[src/rtl/sqrt_range_reduce.sv]
// Square-root range reduction: leading-one detect and even normalising shift, 3-stage pipeline.
// Define SQRT_RR_ZERO_FLAG_EN to add the pipelined oZero output.
module sqrt_range_reduce #(
  localparam int unsigned W_IN = 24
) (
  input  logic            iClk,
  input  logic            iRst_n,
  input  logic            iEn,
  input  logic            iValid,
  input  logic [W_IN-1:0] iX,
  output logic            oValid,
  output logic [5:0]      oExp_f,
  output logic [21:0]     oX_f
`ifdef SQRT_RR_ZERO_FLAG_EN
  ,
  output logic            oZero
`endif
);

  // Leading-zero count of a 12-bit half; only meaningful when the half is nonzero.
  function automatic logic [3:0] lzc12(input logic [11:0] v);
    lzc12 = 4'd12;
    for (int i = 0; i < 12; i++) begin
      if (v[i]) lzc12 = 4'(11 - i);
    end
  endfunction

  // Stage 1
  logic [W_IN-1:0] x1_q, x1_d;
  logic            v1_q, v1_d;
  logic [3:0]      lzh1_q, lzh1_d, lzl1_q, lzl1_d;
  logic            zh1_q, zh1_d, zl1_q, zl1_d;
  // Stage 2
  logic [W_IN-1:0] x2_q, x2_d;
  logic            v2_q, v2_d;
  logic [4:0]      s2_q, s2_d;
  logic [5:0]      e2_q, e2_d;
  // Stage 3
  logic [21:0]     xf_q, xf_d;
  logic            v3_q, v3_d;
  logic [5:0]      e3_q, e3_d;
`ifdef SQRT_RR_ZERO_FLAG_EN
  logic            z2_q, z2_d, z3_q, z3_d;
`endif

  logic [4:0] lz;
  logic       zero1;

  always_comb begin
    zero1 = zh1_q && zl1_q;
    if (!zh1_q) begin
      lz = {1'b0, lzh1_q};
    end else if (!zl1_q) begin
      lz = 5'd12 + {1'b0, lzl1_q};
    end else begin
      lz = 5'd24;
    end
  end

  always_comb begin
    x1_d   = x1_q;
    v1_d   = v1_q;
    lzh1_d = lzh1_q;
    lzl1_d = lzl1_q;
    zh1_d  = zh1_q;
    zl1_d  = zl1_q;
    x2_d   = x2_q;
    v2_d   = v2_q;
    s2_d   = s2_q;
    e2_d   = e2_q;
    xf_d   = xf_q;
    v3_d   = v3_q;
    e3_d   = e3_q;
`ifdef SQRT_RR_ZERO_FLAG_EN
    z2_d   = z2_q;
    z3_d   = z3_q;
`endif
    if (iEn) begin
      x1_d   = iX;
      v1_d   = iValid;
      lzh1_d = lzc12(iX[23:12]);
      lzl1_d = lzc12(iX[11:0]);
      zh1_d  = (iX[23:12] == 12'd0);
      zl1_d  = (iX[11:0] == 12'd0);

      x2_d   = x1_q;
      v2_d   = v1_q;
      s2_d   = {lz[4:1], 1'b0};
      e2_d   = zero1 ? 6'd0 : 6'd29 - {1'b0, lz};

      // Bits [1:0] of the shifted operand are dropped; even shift keeps [21:20] nonzero.
      xf_d   = 22'((x2_q << s2_q) >> 2);
      v3_d   = v2_q;
      e3_d   = e2_q;
`ifdef SQRT_RR_ZERO_FLAG_EN
      z2_d   = zero1;
      z3_d   = z2_q;
`endif
    end
  end

  always_ff @(posedge iClk or negedge iRst_n) begin
    if (!iRst_n) begin
      x1_q   <= '0;
      v1_q   <= 1'b0;
      lzh1_q <= '0;
      lzl1_q <= '0;
      zh1_q  <= 1'b0;
      zl1_q  <= 1'b0;
      x2_q   <= '0;
      v2_q   <= 1'b0;
      s2_q   <= '0;
      e2_q   <= '0;
      xf_q   <= '0;
      v3_q   <= 1'b0;
      e3_q   <= '0;
`ifdef SQRT_RR_ZERO_FLAG_EN
      z2_q   <= 1'b0;
      z3_q   <= 1'b0;
`endif
    end else begin
      x1_q   <= x1_d;
      v1_q   <= v1_d;
      lzh1_q <= lzh1_d;
      lzl1_q <= lzl1_d;
      zh1_q  <= zh1_d;
      zl1_q  <= zl1_d;
      x2_q   <= x2_d;
      v2_q   <= v2_d;
      s2_q   <= s2_d;
      e2_q   <= e2_d;
      xf_q   <= xf_d;
      v3_q   <= v3_d;
      e3_q   <= e3_d;
`ifdef SQRT_RR_ZERO_FLAG_EN
      z2_q   <= z2_d;
      z3_q   <= z3_d;
`endif
    end
  end

  assign oValid = v3_q;
  assign oExp_f = e3_q;
  assign oX_f   = xf_q;
`ifdef SQRT_RR_ZERO_FLAG_EN
  assign oZero  = z3_q;
`endif

endmodule

[config.mk]
export PLATFORM = sky130hd
export DESIGN_NAME = sqrt_range_reduce
export DESIGN_NICKNAME = d
export VERILOG_FILES = /design/src/rtl/sqrt_range_reduce.sv
export SDC_FILE = /design/constraint.sdc
export NUM_CORES = 1
export LEC_CHECK = 0
export ABC_AREA = 1
export CAP_MARGIN = 15
export CELL_PAD_IN_SITES_DETAIL_PLACEMENT = 1
export CELL_PAD_IN_SITES_GLOBAL_PLACEMENT = 1
export CORE_ASPECT_RATIO = 1.1
export CORE_MARGIN = 4
export CORE_UTILIZATION = 46
export CTS_BUF_LIST = sky130_fd_sc_hd__clkbuf_8
export DETAILED_ROUTE_END_ITERATION = 8
export PLACE_DENSITY_LB_ADDON = 0.25
export SYNTH_ARGS = -nofsm -noshare
export SYNTH_HDL_FRONTEND = slang
export SYNTH_SLANG_ARGS = --single-unit
[constraint.sdc]
create_clock -name iClk -period 3.6 [get_ports iClk]
set_clock_uncertainty 0.15 [all_clocks]
set_input_delay 0.72 -clock iClk [delete_from_list [all_inputs] [get_ports iClk]]
set_output_delay 0.72 -clock iClk [all_outputs]
set_load 0.03 [all_outputs]
# Word level (Yosys, flattened, before mapping)
# Index checks and enable logic that the tools add are counted.
classes:
  addsub: 2
  shift: 1
  muxes: 27
  reduce_logical: 3
op_table:
  columns: ["operator", "count"]
  rows:
  - ["4-bit 2-to-1 mux", 22]
  - ["12-bit logical NOT", 2]
  - ["24-bit by 5-bit left shift with 24-bit output", 1]
  - ["5-bit 2-to-1 mux", 2]
  - ["3-bit 2-to-1 mux", 2]
  - ["6-bit 2-to-1 mux", 1]
  - ["5-bit by 5-bit subtractor with 6-bit output, first input constant", 1]
  - ["4-bit by 4-bit adder with 5-bit output, first input constant", 1]
  - ["1-bit logical AND", 1]
totals:
  ff_bits: 99
  inputBits: 28
  output_inout_bits: 29
  elab_cells: 46

# Logic depth before layout (Yosys ltp)
# Gate-level depths: netlist (run 1).
depth:
  ltp_word: 12
  mapped_depth: 13
  ltp_nobuf: 13

# Worst setup path before layout (run 1)
# Ideal clock, no wire load.
synth_timing:
  path_kind: "input -> register"
  startpoint: "input port iEn"
  endpoint: "register lzh1_q[0]"
  setup_ns: 0.116
  arrival_time_ns: 1.450
  required_ns: 3.334
  path_slack_ns: 1.883
  cell_stages: 7
  path_buffers: 3
  cell_sequence: "buf_2 > inv_2 > buf_2 > buf_2 > nor2_1 > nand2_1 > nand2_1"
synth_rtl:
  columns: ["element", "line", "source"]
  rows:
  - ["start, declared", "8", "input logic iEn,"]
  - ["end signal, assigned", "124", "lzh1_q <= lzh1_d;"]
  - ["end, declared", "31", "logic [3:0] lzh1_q, lzh1_d, lzl1_q, lzl1_d;"]

# Worst setup path after layout (run 1)
layout_timing:
  startpoint: "register xf_q[16] (netlist: oX_f[16])"
  endpoint: "output port oX_f[16]"
layout_rtl:
  columns: ["element", "line", "source"]
  rows:
  - ["start, declared", "39", "logic [21:0] xf_q, xf_d;"]
  - ["start signal, assigned", "114", "xf_q <= '0;"]
  - ["start signal, assigned", "132", "xf_q <= xf_d;"]
  - ["end, declared", "13", "output logic [21:0] oX_f"]
# No word-level cell between the ends.

==> results of run 1 <==
## layer usage
layer	share of wire	GRT usage	up-vias
met4	0.037	0.105	0
met2	0.48	0.343	78
met3	0.031	0.0238	31
met1	0.46	0.274	1914
li1	-	-	1963
met5	0	0	-
## registers in the layout, summed over array words and instances, names as in the netlist, 4 cells and up
signal	count
e2_q	6
lzh1_q	4
lzl1_q	4
oExp_f	6
oX_f	22
s2_q	4
x1_q	24
x2_q	24
## power breakdown
group	internal, mW	switching [mW]
sequential	1.24	0.0803
combinational	0.231	0.388
clock	0.319	0.395
## synth_stat cells
| cell | number |
|---|---|
| dfrtp_1 | 99 |
| buf_1 | 1 |
| a211oi_1 | 1 |
| buf_6 | 4 |
| nor3_1 | 9 |
| nor2_4 | 1 |
| ha_1 | 2 |
| and2_1 | 2 |
| o221ai_1 | 8 |
| o21ai_1 | 26 |
| inv_2 | 3 |
| nand2_1 | 220 |
| inv_1 | 55 |
| o311ai_1 | 1 |
| o22ai_1 | 4 |
| nor2_2 | 2 |
| nor2_1 | 26 |
| nand3_1 | 6 |
| xnor2_1 | 1 |
| a21oi_1 | 12 |
| xor2_1 | 1 |
| o21ai_2 | 1 |
| o211ai_1 | 4 |
| a22o_1 | 1 |
| buf_2 | 18 |
| nand2_4 | 1 |
| o21ai_0 | 74 |
| clkbuf_1 | 9 |
## worst min path at each step
stage,depth (start not counted),end,startpoint
2_1_floorplan,0,e2_q[0],iRst_n
3_3_place_gp,2,v1_q,v1_q
3_5_place_dp,2,oExp_f[2],oExp_f[2]
4_1_cts,1,oX_f[4],iRst_n
5_1_grt,1,oX_f[2],iRst_n
6_report,1,oX_f[4],iRst_n
## area by class of cell
| type | instances | area share |
|---|---|---|
| Sequential cell | 99 | 0.455 |
| Multi-Input combinational cell | 403 | 0.332 |
| Timing Repair Buffer | 63 | 0.111 |
| Inverter | 58 | 0.0400 |
| Tap cell | 120 | 0.0276 |
| Clock buffer | 9 | 0.0227 |
| Clock inverter | 7 | 0.0122 |
## per-stage QoR
step	utilization	setup WS [ns]	hold slack [ns]
3_5_place_dp	0.532	1.32	0.308
6_report	0.551	1.28	0.224
2_1_floorplan	-	1.88	0.274
5_1_grt	0.551	1.16	0.280
4_1_cts	0.551	1.23	0.248
3_3_place_gp	0.532	1.35	0.305
## cells by family after synthesis
family / count (synthesis)
AO/OA/AOI/OAI: 132
XOR/XNOR: 2
adder cells (fa/ha/maj): 2
buffers and inverters: 90
flip-flops: 99
AND/OR/NAND/NOR: 267
## cell usage in the layout (no fill, tap or decap), types with 3 or more instances in the layout
master             n
o22ai_1            4
a21oi_1           12
o21ai_1           26
o221ai_1           8
o21ai_0           74
nand3_1            6
nor3_1             9
clkbuf_8           9
inv_1             55
nor2_1            26
o211ai_1           4
buf_4              8
dfrtp_1           99
inv_2              3
clkdlybuf4s50_1   54
clkinv_2           4
nand2_1          220
==> summary.md, run 1 <==
| Metric | Value |
|---|---|
| R2r endpoint | oX_f[20] |
| RSZ-0062 raised after global routing | no |
| Flop2flop setup slack | 1.34 ns |
| Die H | 114 µm |
| Reg2Reg Depth | 5 |
| Fill count | 1,238 |
| Complex-gate fraction of the synthesized area | 0.154 |
| Crit path arrival time | 1.45 ns |
| Cell Area, Synth | 4680 µm² |
| Worst setup path start | oX_f[16] |
| Final ANT Viol Nets | 0 |
| Crit path capture type | primary output |
| Slew Viols, Final | 0 |
| Yosys warns | 0 |
| Post-Synth Adder-Cell Area | 0.00535 |
| Routability cong. | 0.835 |
| Largest family of logic cells by synthesized area | simple AND/OR/NAND/NOR gates |
| TritonCTS clock tree | done |
| # placed instances | 743 |
| CTS H-tree depth | 3 |
| Avg Cell Area, Syn | 7.90 µm² |
| Fmax | 431 MHz |
| Crit path kind | flop to primary output |
| I/O Pins | 57 |
| CTS buffer count | 9 |
| Die ar. | 11,800 µm² |
| Worst slew pin tran | 0.866 ns |
| N_diodes | 0 |
| CP bufs+invs | 1 |
| Final wirelength | 11,700 µm |
| Slowest CP cell | clkdlybuf4s50_1 |
| Post-synthesis mux area share | 0 |
| Final Hold Fails | 0 |
| WL/cell | 15.4 µm |
| Layout area overhead | 16.5% |
| CP top delay family | buffers and inverters |
| Synth area leader | dfrtp_1 |
| Startpoint class of the critical path | flop |
| Crit Path Max Fanout | 2 |
| Count of nets after finishing | 664 |
| Synth cell types | 28 |
| WP depth | 1 |
| Post-CTS Setup Inserts | 0 |
| Max incr delay on CP | 0.71 ns |
| Yosys reg bits | 99 |
| Core ar. | 9890 µm² |
| Setup Viol. Count Final | 0 |
| Post-synth top area share | 0.530 |
| Multi-input gate area | 1810 µm² |
| Hpwl dp | 8550 µm |
| Post-CTS Hold Fix Bufs | 0 |
| GRT overflow | 0 |
| Via density | 5.25 |
| Worst r2r src | s2_q[2] |
| Clk buf depth | 2 |
| Sequential share of the synthesized area | 0.530 |
| Initial cell density of the core | 0.473 |
| All-layer global routing usage | 0.208 |
| Pwr/cell area | 486 nW/µm² |
| Status | complete, no violations |
| Worst-Skew Late Latency | 0.37 ns |
| XOR/XNOR Fraction of Synth Area | 0.00375 |
| Period minus WS final | 2.32 ns |
| Peak supply drop | 0.183 mV |
| Final instance area | 5450 µm² |
| Setup TNS | 0 ns |
| Root buffer cell | clkbuf_8 |
| Leak Pwr | 2.59 nW |
| Initial antenna violation count | 0 |
| Headroom to the max-slew limit | 0.423 |
| Vias in the first global route | 4,110 |
| Crit path capture | oX_f[16] |
| Share of cells above drive strength 1 | 0.0516 |
| Finished Layout Cells | 759 |
| Port Buffers | 56 |
| DR pass1 iterations | 4 |
| Req. time, crit path | 2.73 ns |
| Synthesized Nets | 622 |
| Largest net degree at the start of global routing | 80 |
| Num rows | 38 |
| Post-synthesis simple-gate area fraction | 0.224 |
| Wire length of the first global-routing pass | 20,000 µm |
| 1st-iter DRT viols | 155 |
| Total power | 2.65 mW |
| Max-cap viol count | 0 |
| Sink Count | 99 |
| Worst Hold Class | input pin to async pin |
| Placed Area | 5260 µm² |
| CP Cell Sequence | clkdlybuf4s50_1 |
| Register area | 2480 µm² |
| Die width | 104 µm |
| # DRC | 0 |
| Tcrit/Tclk final | 0.644 |
| Clock Pin Slew Worst Setup and Hold Paths | 0.09 ns |
| Ranking of synthesized cells by area | dfrtp_1 53%, nand2_1 18%, o21ai_0 7.9% |
| Detailed-route via count | 3,986 |
| Cells after synthesis | 592 |
| # resized after CTS | 0 |
Power figures use the tool's default switching activity.
==> inputs of run 2 (changes only) <==
--- a/config.mk
+++ b/config.mk
@@ -11,7 +11,7 @@
 export CELL_PAD_IN_SITES_GLOBAL_PLACEMENT = 1
 export CORE_ASPECT_RATIO = 1.1
 export CORE_MARGIN = 4
-export CORE_UTILIZATION = 46
+export CORE_UTILIZATION = 39
 export CTS_BUF_LIST = sky130_fd_sc_hd__clkbuf_8
 export DETAILED_ROUTE_END_ITERATION = 8
 export PLACE_DENSITY_LB_ADDON = 0.25
==> constraint.sdc (replaced) <==
create_clock -name iClk -period 1.85 [get_ports iClk]
set_clock_uncertainty 0.15 [all_clocks]
set_input_delay 0.37 -clock iClk [delete_from_list [all_inputs] [get_ports iClk]]
set_output_delay 0.37 -clock iClk [all_outputs]
set_load 0.03 [all_outputs]
==> run 2 against run 1 <==
Against the previous run:
- total power rose by 90%
- sequential share of layout area is 1.1 points lower
- die area up 17%
- combinational power grew 91%
- worst setup slack lost 1.2 ns
- hold slack better by 0.11 ns
- routed wire length is 2.6% higher
- global-route usage down 2.3 points
- first-iteration DRC count grew 37%
- critical endpoint is now oX_f[17]
==> summary.md, run 2 (same netlist as run 1, synthesis figures left out) <==
| Metric | Value |
|---|---|
| All-layer global routing usage | 0.184 (was 0.208) |
| Setup TNS | 0 ns (unchanged) |
| Logic pwr share | 0.234 (about the same) |
| Headroom to the max-slew limit | 0.701 (was 0.423) |
| Vias in the first global route | 4,117 (was 4,110) |
| CP bufs+invs | 1 (unchanged) |
| TritonCTS clock tree | done (unchanged) |
| Num rows | 41 (was 38) |
| Max-cap viol count | 0 (unchanged) |
| Final ANT Viol Nets | 0 (unchanged) |
| Clock Pin Slew Worst Setup and Hold Paths | 0.10 ns (was 0.09 ns) |
| Worst slew pin tran | 0.446 ns (was 0.866 ns) |
| Fraction of power spent switching nets | 0.331 (was 0.326) |
| Internal | 3.37 mW (was 1.79 mW) |
| Sink Count | 99 (unchanged) |
| Pwr/cell area | 903 nW/µm² (was 486 nW/µm²) |
| Hpwl dp | 8760 µm (was 8550 µm) |
| Detailed-route via count | 3,998 (was 3,986) |
| Worst Hold Class | flop to flop (was input pin to async pin) |
| # placed instances | 779 (was 743) |
| # DRC | 0 (unchanged) |
| Crit Path Max Fanout | 39 (was 2) |
| Reg2Reg Depth | 7 (was 5) |
| Psw | 1.67 mW (was 0.863 mW) |
| Startpoint class of the critical path | flop (unchanged) |
| Die H | 123 µm (was 114 µm) |
| Clk buf depth | 2 (unchanged) |
| Fmax | 570 MHz |
| Routability cong. | 0.888 (was 0.835) |
| Share of cells above drive strength 1 | 0.0619 (was 0.0516) |
| Final wirelength | 12,000 µm (was 11,700 µm) |
| Finished Layout Cells | 796 (was 759) |
| Initial antenna violation count | 0 (unchanged) |
| Placed Area | 5400 µm² (was 5260 µm²) |
| Clock share of power | 0.262 (was 0.269) |
| Hold-critical path endpoint | v2_q |
| GRT overflow | 0 (unchanged) |
| Leak Pwr | 2.71 nW (was 2.59 nW) |
| Top cell by count, worst path | o21ai_1 |
| Sequential power share | 0.503 (was 0.497) |
| CP top delay family | compound AO/OA/AOI/OAI gates (was buffers and inverters) |
| Largest net degree at the start of global routing | 80 (unchanged) |
| Wire length of the first global-routing pass | 20,400 µm (was 20,000 µm) |
| CTS buffer count | 9 (unchanged) |
| 1st-iter DRT viols | 212 (was 155) |
| CP Cell Sequence | buf_12 -> o21ai_0 -> nand2_1 -> o21ai_1 -> o21ai_1 -> a21oi_1 -> nor2_1 (was clkdlybuf4s50_1) |
| Layout area overhead | 19.3% (was 16.5%) |
| Flop2flop setup slack | 0.1 ns (was 1.34 ns) |
| Status | complete, no violations (unchanged) |
| Initial cell density of the core | 0.403 (was 0.473) |
| Via density | 5.02 (was 5.25) |
| Tcrit/Tclk final | 0.948 |
| Die width | 112 µm (was 104 µm) |
| Req. time, crit path | 1.95 ns (was 2.73 ns) |
| Core ar. | 11,600 µm² (was 9890 µm²) |
| Count of nets after finishing | 671 (was 664) |
| Port Buffers | 56 (unchanged) |
| N_diodes | 0 (unchanged) |
| Period minus WS final | 1.75 ns |
| Worst r2r src | s2_q[1] (was s2_q[2]) |
| Setup Viol. Count Final | 0 (unchanged) |
| DR pass1 iterations | 4 (unchanged) |
| Crit path capture type | flop (was primary output) |
| Max incr delay on CP | 0.41 ns (was 0.71 ns) |
| Post-CTS Setup Inserts | 0 (unchanged) |
| Final Hold Fails | 0 (unchanged) |
| CTS H-tree depth | 3 (unchanged) |
| Slew Viols, Final | 0 (unchanged) |
| HP Start | v2_q |
| R2r endpoint | oX_f[17] (was oX_f[20]) |
| Final instance area | 5580 µm² (was 5450 µm²) |
| Commonest non-fill, non-tap cells in the layout | 220 x nand2_1, 99 x dfrtp_1, 73 x o21ai_0 (was 220 x nand2_1, 99 x dfrtp_1, 74 x o21ai_0) |
| Commonest non-fill, non-tap cell in the layout | nand2_1 (unchanged) |
| RSZ-0062 raised after global routing | no (unchanged) |
| Die ar. | 13,800 µm² (was 11,800 µm²) |
| Root buffer cell | clkbuf_8 (unchanged) |
| Slowest CP cell | dfrtp_1 (was clkdlybuf4s50_1) |
| Crit path kind | flop to flop (was flop to primary output) |
| I/O Pins | 57 (unchanged) |
| WL/cell | 15.0 µm (was 15.4 µm) |
| Peak supply drop | 0.358 mV (was 0.183 mV) |
| Hold Path Cell Cnt | 2 |
| Crit path arrival time | 1.85 ns (was 1.45 ns) |
| Worst-Skew Late Latency | 0.36 ns (was 0.37 ns) |
[run 2: cell types whose count changed in the layout (fill, tap and decap cells not counted), sizes merged, moves of 2 or more]
cell / delta
buf: +6
clkbuf: +2
clkdlybuf4s50: -29
clkinv: -3
dlygate4sd2: +29
[run 2: through the flow]
step,hold slack [ns],utilization,worst slack (ns),power [mW]
floorplan,-0.0756,-,0.456,3.29
global placement,0.268,0.466,0.114,3.81
detailed placement,0.268,0.466,0.0675,3.85
CTS,0.322,0.480,0.0366,5.11
global route,0.346,0.481,0.0253,5.36
finish,0.332,0.481,0.0956,5.04
[run 2: power by group through the flow]
stage | sequential (mW) | combinational, mW | clock (mW)
4_1_cts | 2.54 | 1.20 | 1.38
5_1_grt | 2.57 | 1.31 | 1.49
6_report | 2.53 | 1.18 | 1.32
3_3_place_gp | 2.57 | 1.24 | 0
2_1_floorplan | 2.77 | 0.517 | 0
3_5_place_dp | 2.58 | 1.26 | 0
[run 2: routing by layer]
metal,GRT usage,share of wire
met2,0.314,0.49
met5,0,0
met3,0.0321,0.037
met1,0.237,0.45
met4,0.0676,0.020
[run 2: layout make-up]
cell class	count	area [µm²]
Timing Repair Buffer	70	687
Multi-Input combinational cell	403	1820
Tap cell	150	188
Clock buffer	11	151
Fill cell	1463	6020
Sequential cell	99	2480
Inverter	58	218
Clock inverter	5	36.3
[run 2: worst max-delay path by stage]
stage               depth (start not counted)     from  slack [ns]   endpoint
global placement                           14    iX[1]        0.11  lzl1_q[0]
finish                                      7  s2_q[1]         0.1   oX_f[17]
floorplan                                   9  s2_q[1]        0.46   oX_f[16]
global route                                7  s2_q[1]        0.03   oX_f[15]
detailed placement                         14   iX[13]        0.07  lzh1_q[0]
CTS                                         5    zh1_q        0.04    e2_q[5]
[run 2: repair_timing]
action                                  in CTS  in global routing
hold endpoints to repair                    99                  0
hold buffers                                 1                  0
cloned                                       0                  0
endpoints found under the setup margin      29                  5
resized for setup                           29                  3
[run 2: tightest hold or removal path: stages, from the launching register on]
cell and delay, ns:
dfrtp_1 0.36, nand2_1 0.05, nand2_1 0.05
==> inputs of run 3 (changes only) <==
--- a/config.mk
+++ b/config.mk
@@ -11,7 +11,7 @@
 export CELL_PAD_IN_SITES_GLOBAL_PLACEMENT = 1
 export CORE_ASPECT_RATIO = 1.1
 export CORE_MARGIN = 4
-export CORE_UTILIZATION = 39
+export CORE_UTILIZATION = 43
 export CTS_BUF_LIST = sky130_fd_sc_hd__clkbuf_8
 export DETAILED_ROUTE_END_ITERATION = 8
 export PLACE_DENSITY_LB_ADDON = 0.25
==> constraint.sdc (replaced) <==
create_clock -name iClk -period 1.8 [get_ports iClk]
set_clock_uncertainty 0.15 [all_clocks]
set_input_delay 0.36 -clock iClk [delete_from_list [all_inputs] [get_ports iClk]]
set_output_delay 0.36 -clock iClk [all_outputs]
set_load 0.03 [all_outputs]
==> run 3 against run 2 <==
Against the previous run:
- via count shrank 0.25%
- sequential power grew 3%
- non-clock buffer count grew 4
- sequential share of layout area shrank 0.14 points
- final area up 0.31%
- count of clock-buffer cells in the layout is 2 lower
- fmax is 3.3% higher
- sequential cell count stayed put
- worst setup slack improved by 0.0060 ns
- hold slack got worse by 0.074 ns
- critical path depth rose by 1
- largest cell class unchanged
- highest routed layer unchanged
==> summary.md, run 3 (same netlist as run 1, synthesis figures left out) <==
| Metric | Value |
|---|---|
| Final ANT Viol Nets | 0 (unchanged) |
| Max-cap viol count | 0 (unchanged) |
| Crit path capture type | flop (unchanged) |
| Vias in the first global route | 4,211 (was 4,117) |
| Die H | 117 µm (was 123 µm) |
| Clock Pin Slew Worst Setup and Hold Paths | 0.10 ns (about the same) |
| Initial cell density of the core | 0.446 (was 0.403) |
| Crit path arrival time | 1.82 ns (was 1.85 ns) |
| Port Buffers | 56 (unchanged) |
| Worst setup path start | s2_q[1] (unchanged) |
| I/O Pins | 57 (unchanged) |
| WHS | 0.258 ns (was 0.332 ns) |
| Status | complete, no violations (unchanged) |
| Worst Hold Class | input pin to flop (was flop to flop) |
| CTS H-tree depth | 3 (unchanged) |
| DR pass1 iterations | 4 (unchanged) |
| Tcrit/Tclk final | 0.944 (was 0.948) |
| Crit path capture | oX_f[16] (was oX_f[17]) |
| Leak Pwr | 2.72 nW (was 2.71 nW) |
| Die ar. | 12,600 µm² (was 13,800 µm²) |
| Commonest non-fill, non-tap cell in the layout | nand2_1 (unchanged) |
| Num rows | 39 (was 41) |
| # DRC | 0 (unchanged) |
| Crit path kind | flop to flop (unchanged) |
| Share of cells above drive strength 1 | 0.0692 (was 0.0619) |
| Slew Viols, Final | 0 (unchanged) |
| Count of nets after finishing | 675 (was 671) |
| CTS buffer count | 9 (unchanged) |
| Final Hold Fails | 0 (unchanged) |
| Flop2flop setup slack | 0.10 ns (was 0.1 ns) |
| Startpoint class of the critical path | flop (unchanged) |
| Pwr/cell area | 947 nW/µm² (was 903 nW/µm²) |
| Fill count | 1,303 (was 1,463) |
| TritonCTS clock tree | done (unchanged) |
| Commonest non-fill, non-tap cells in the layout | 220 x nand2_1, 99 x dfrtp_1, 70 x o21ai_0 (was 220 x nand2_1, 99 x dfrtp_1, 73 x o21ai_0) |
| Root buffer cell | clkbuf_8 (unchanged) |
| Fmax | 589 MHz (was 570 MHz) |
| Crit Path Max Fanout | 42 (was 39) |
| Final core occ | 0.533 (was 0.481) |
| 1st-iter DRT viols | 158 (was 212) |
| Via density | 5.03 (was 5.02) |
| N_diodes | 0 (unchanged) |
| RSZ-0062 raised after global routing | no (unchanged) |
| Routability cong. | 0.920 (was 0.888) |
| Worst slew pin tran | 0.408 ns (was 0.446 ns) |
| Period minus WS final | 1.70 ns (was 1.75 ns) |
| Clk buf depth | 2 (unchanged) |
| R2r endpoint | oX_f[16] (was oX_f[17]) |
| Reg2Reg Depth | 8 (was 7) |
| Detailed-route via count | 3,988 (was 3,998) |
| Post-CTS Setup Inserts | 0 (unchanged) |
| Worst r2r src | s2_q[1] (unchanged) |
| Peak supply drop | 0.501 mV (was 0.358 mV) |
| Sink Count | 99 (unchanged) |
| Hpwl dp | 9000 µm (was 8760 µm) |
| Req. time, crit path | 1.93 ns (was 1.95 ns) |
| All-layer global routing usage | 0.204 (was 0.184) |
| Wire length of the first global-routing pass | 20,700 µm (was 20,400 µm) |
| Headroom to the max-slew limit | 0.726 (was 0.701) |
| WL/cell | 15.1 µm (was 15.0 µm) |
| Layout area overhead | 19.7% (was 19.3%) |
| Setup TNS | 0 ns (unchanged) |
| Worst-Skew Late Latency | 0.38 ns (was 0.36 ns) |
| Initial antenna violation count | 0 (unchanged) |
| Setup Viol. Count Final | 0 (unchanged) |
| Largest net degree at the start of global routing | 55 (was 80) |
| GRT overflow | 0 (unchanged) |
| Core ar. | 10,500 µm² (was 11,600 µm²) |
| Die width | 107 µm (was 112 µm) |
| Final wirelength | 11,900 µm (was 12,000 µm) |
## run 3: cell count changes in the layout (fill, tap and decap cells not counted), sizes merged
cell / change
buf: +4
clkbuf: -2
bufinv: +1
clkinvlp: +1
## run 3: layout make-up
type	instances	area [µm²]	area share
sequential	99	2480	0.443
multi-input combinational	403	1820	0.325
inverter	58	218	0.0389
clock inverter	7	75.1	0.0134
clock buffer	9	124	0.0221
timing repair buffer	74	704	0.126
tap	143	179	0.0320
## run 3: how the worst min path moves through the flow
stage	startpoint	to	slack, ns	cells past startpoint
after global routing	iEn	lzh1_q[0]	0.29	4
after global placement	iRst_n	oX_f[18]	0.16	1
after detailed placement	iRst_n	oX_f[18]	0.17	1
after CTS	iEn	lzh1_q[0]	0.25	4
final	iEn	lzh1_q[0]	0.26	4
after floorplan	iRst_n	e2_q[0]	-0.09	0
## run 3: power by group
part	total, mW	internal [mW]	leakage (nW)	switching, mW
sequential	2.61	2.47	1.23	0.135
combinational	1.22	0.412	1.40	0.807
clock	1.47	0.649	0.0923	0.823
## run 3: per-layer routing
layer	up-vias	share of wire	GRT usage
li1	1990	-	-
met1	1920	0.46	0.274
met2	62	0.49	0.332
met3	16	0.031	0.0379
met4	0	0.020	0.0663
met5	-	0	0
## run 3: per-stage QoR
stage               worst slack (ns)  power (mW)  cell area, µm²  std cells
floorplan                      0.406        3.38            4680        592
global placement              0.0648        3.91            5410        776
detailed placement            0.0440        3.96            5410        776
CTS                           0.0512        5.35            5590        793
global route                 0.00202        5.61            5600        793
finish                         0.102        5.30            5600        793
## run 3: timing repair
action,4_1_cts,5_1_grt
pin swaps,0,0
resized for setup,29,6
setup endpoints to repair,29,4
hold buffers,1,0
endpoints found under the hold margin,26,0
## run 3: worst max-delay path, cell delays in order (launching register included)
cell and delay [ns]:
dfrtp_1 0.40, buf_12 0.17, buf_4 0.16, o21ai_1 0.21, o21ai_1 0.09, o211ai_1 0.20, nand2_1 0.09, nand2_1 0.07
nand2_1 0.05
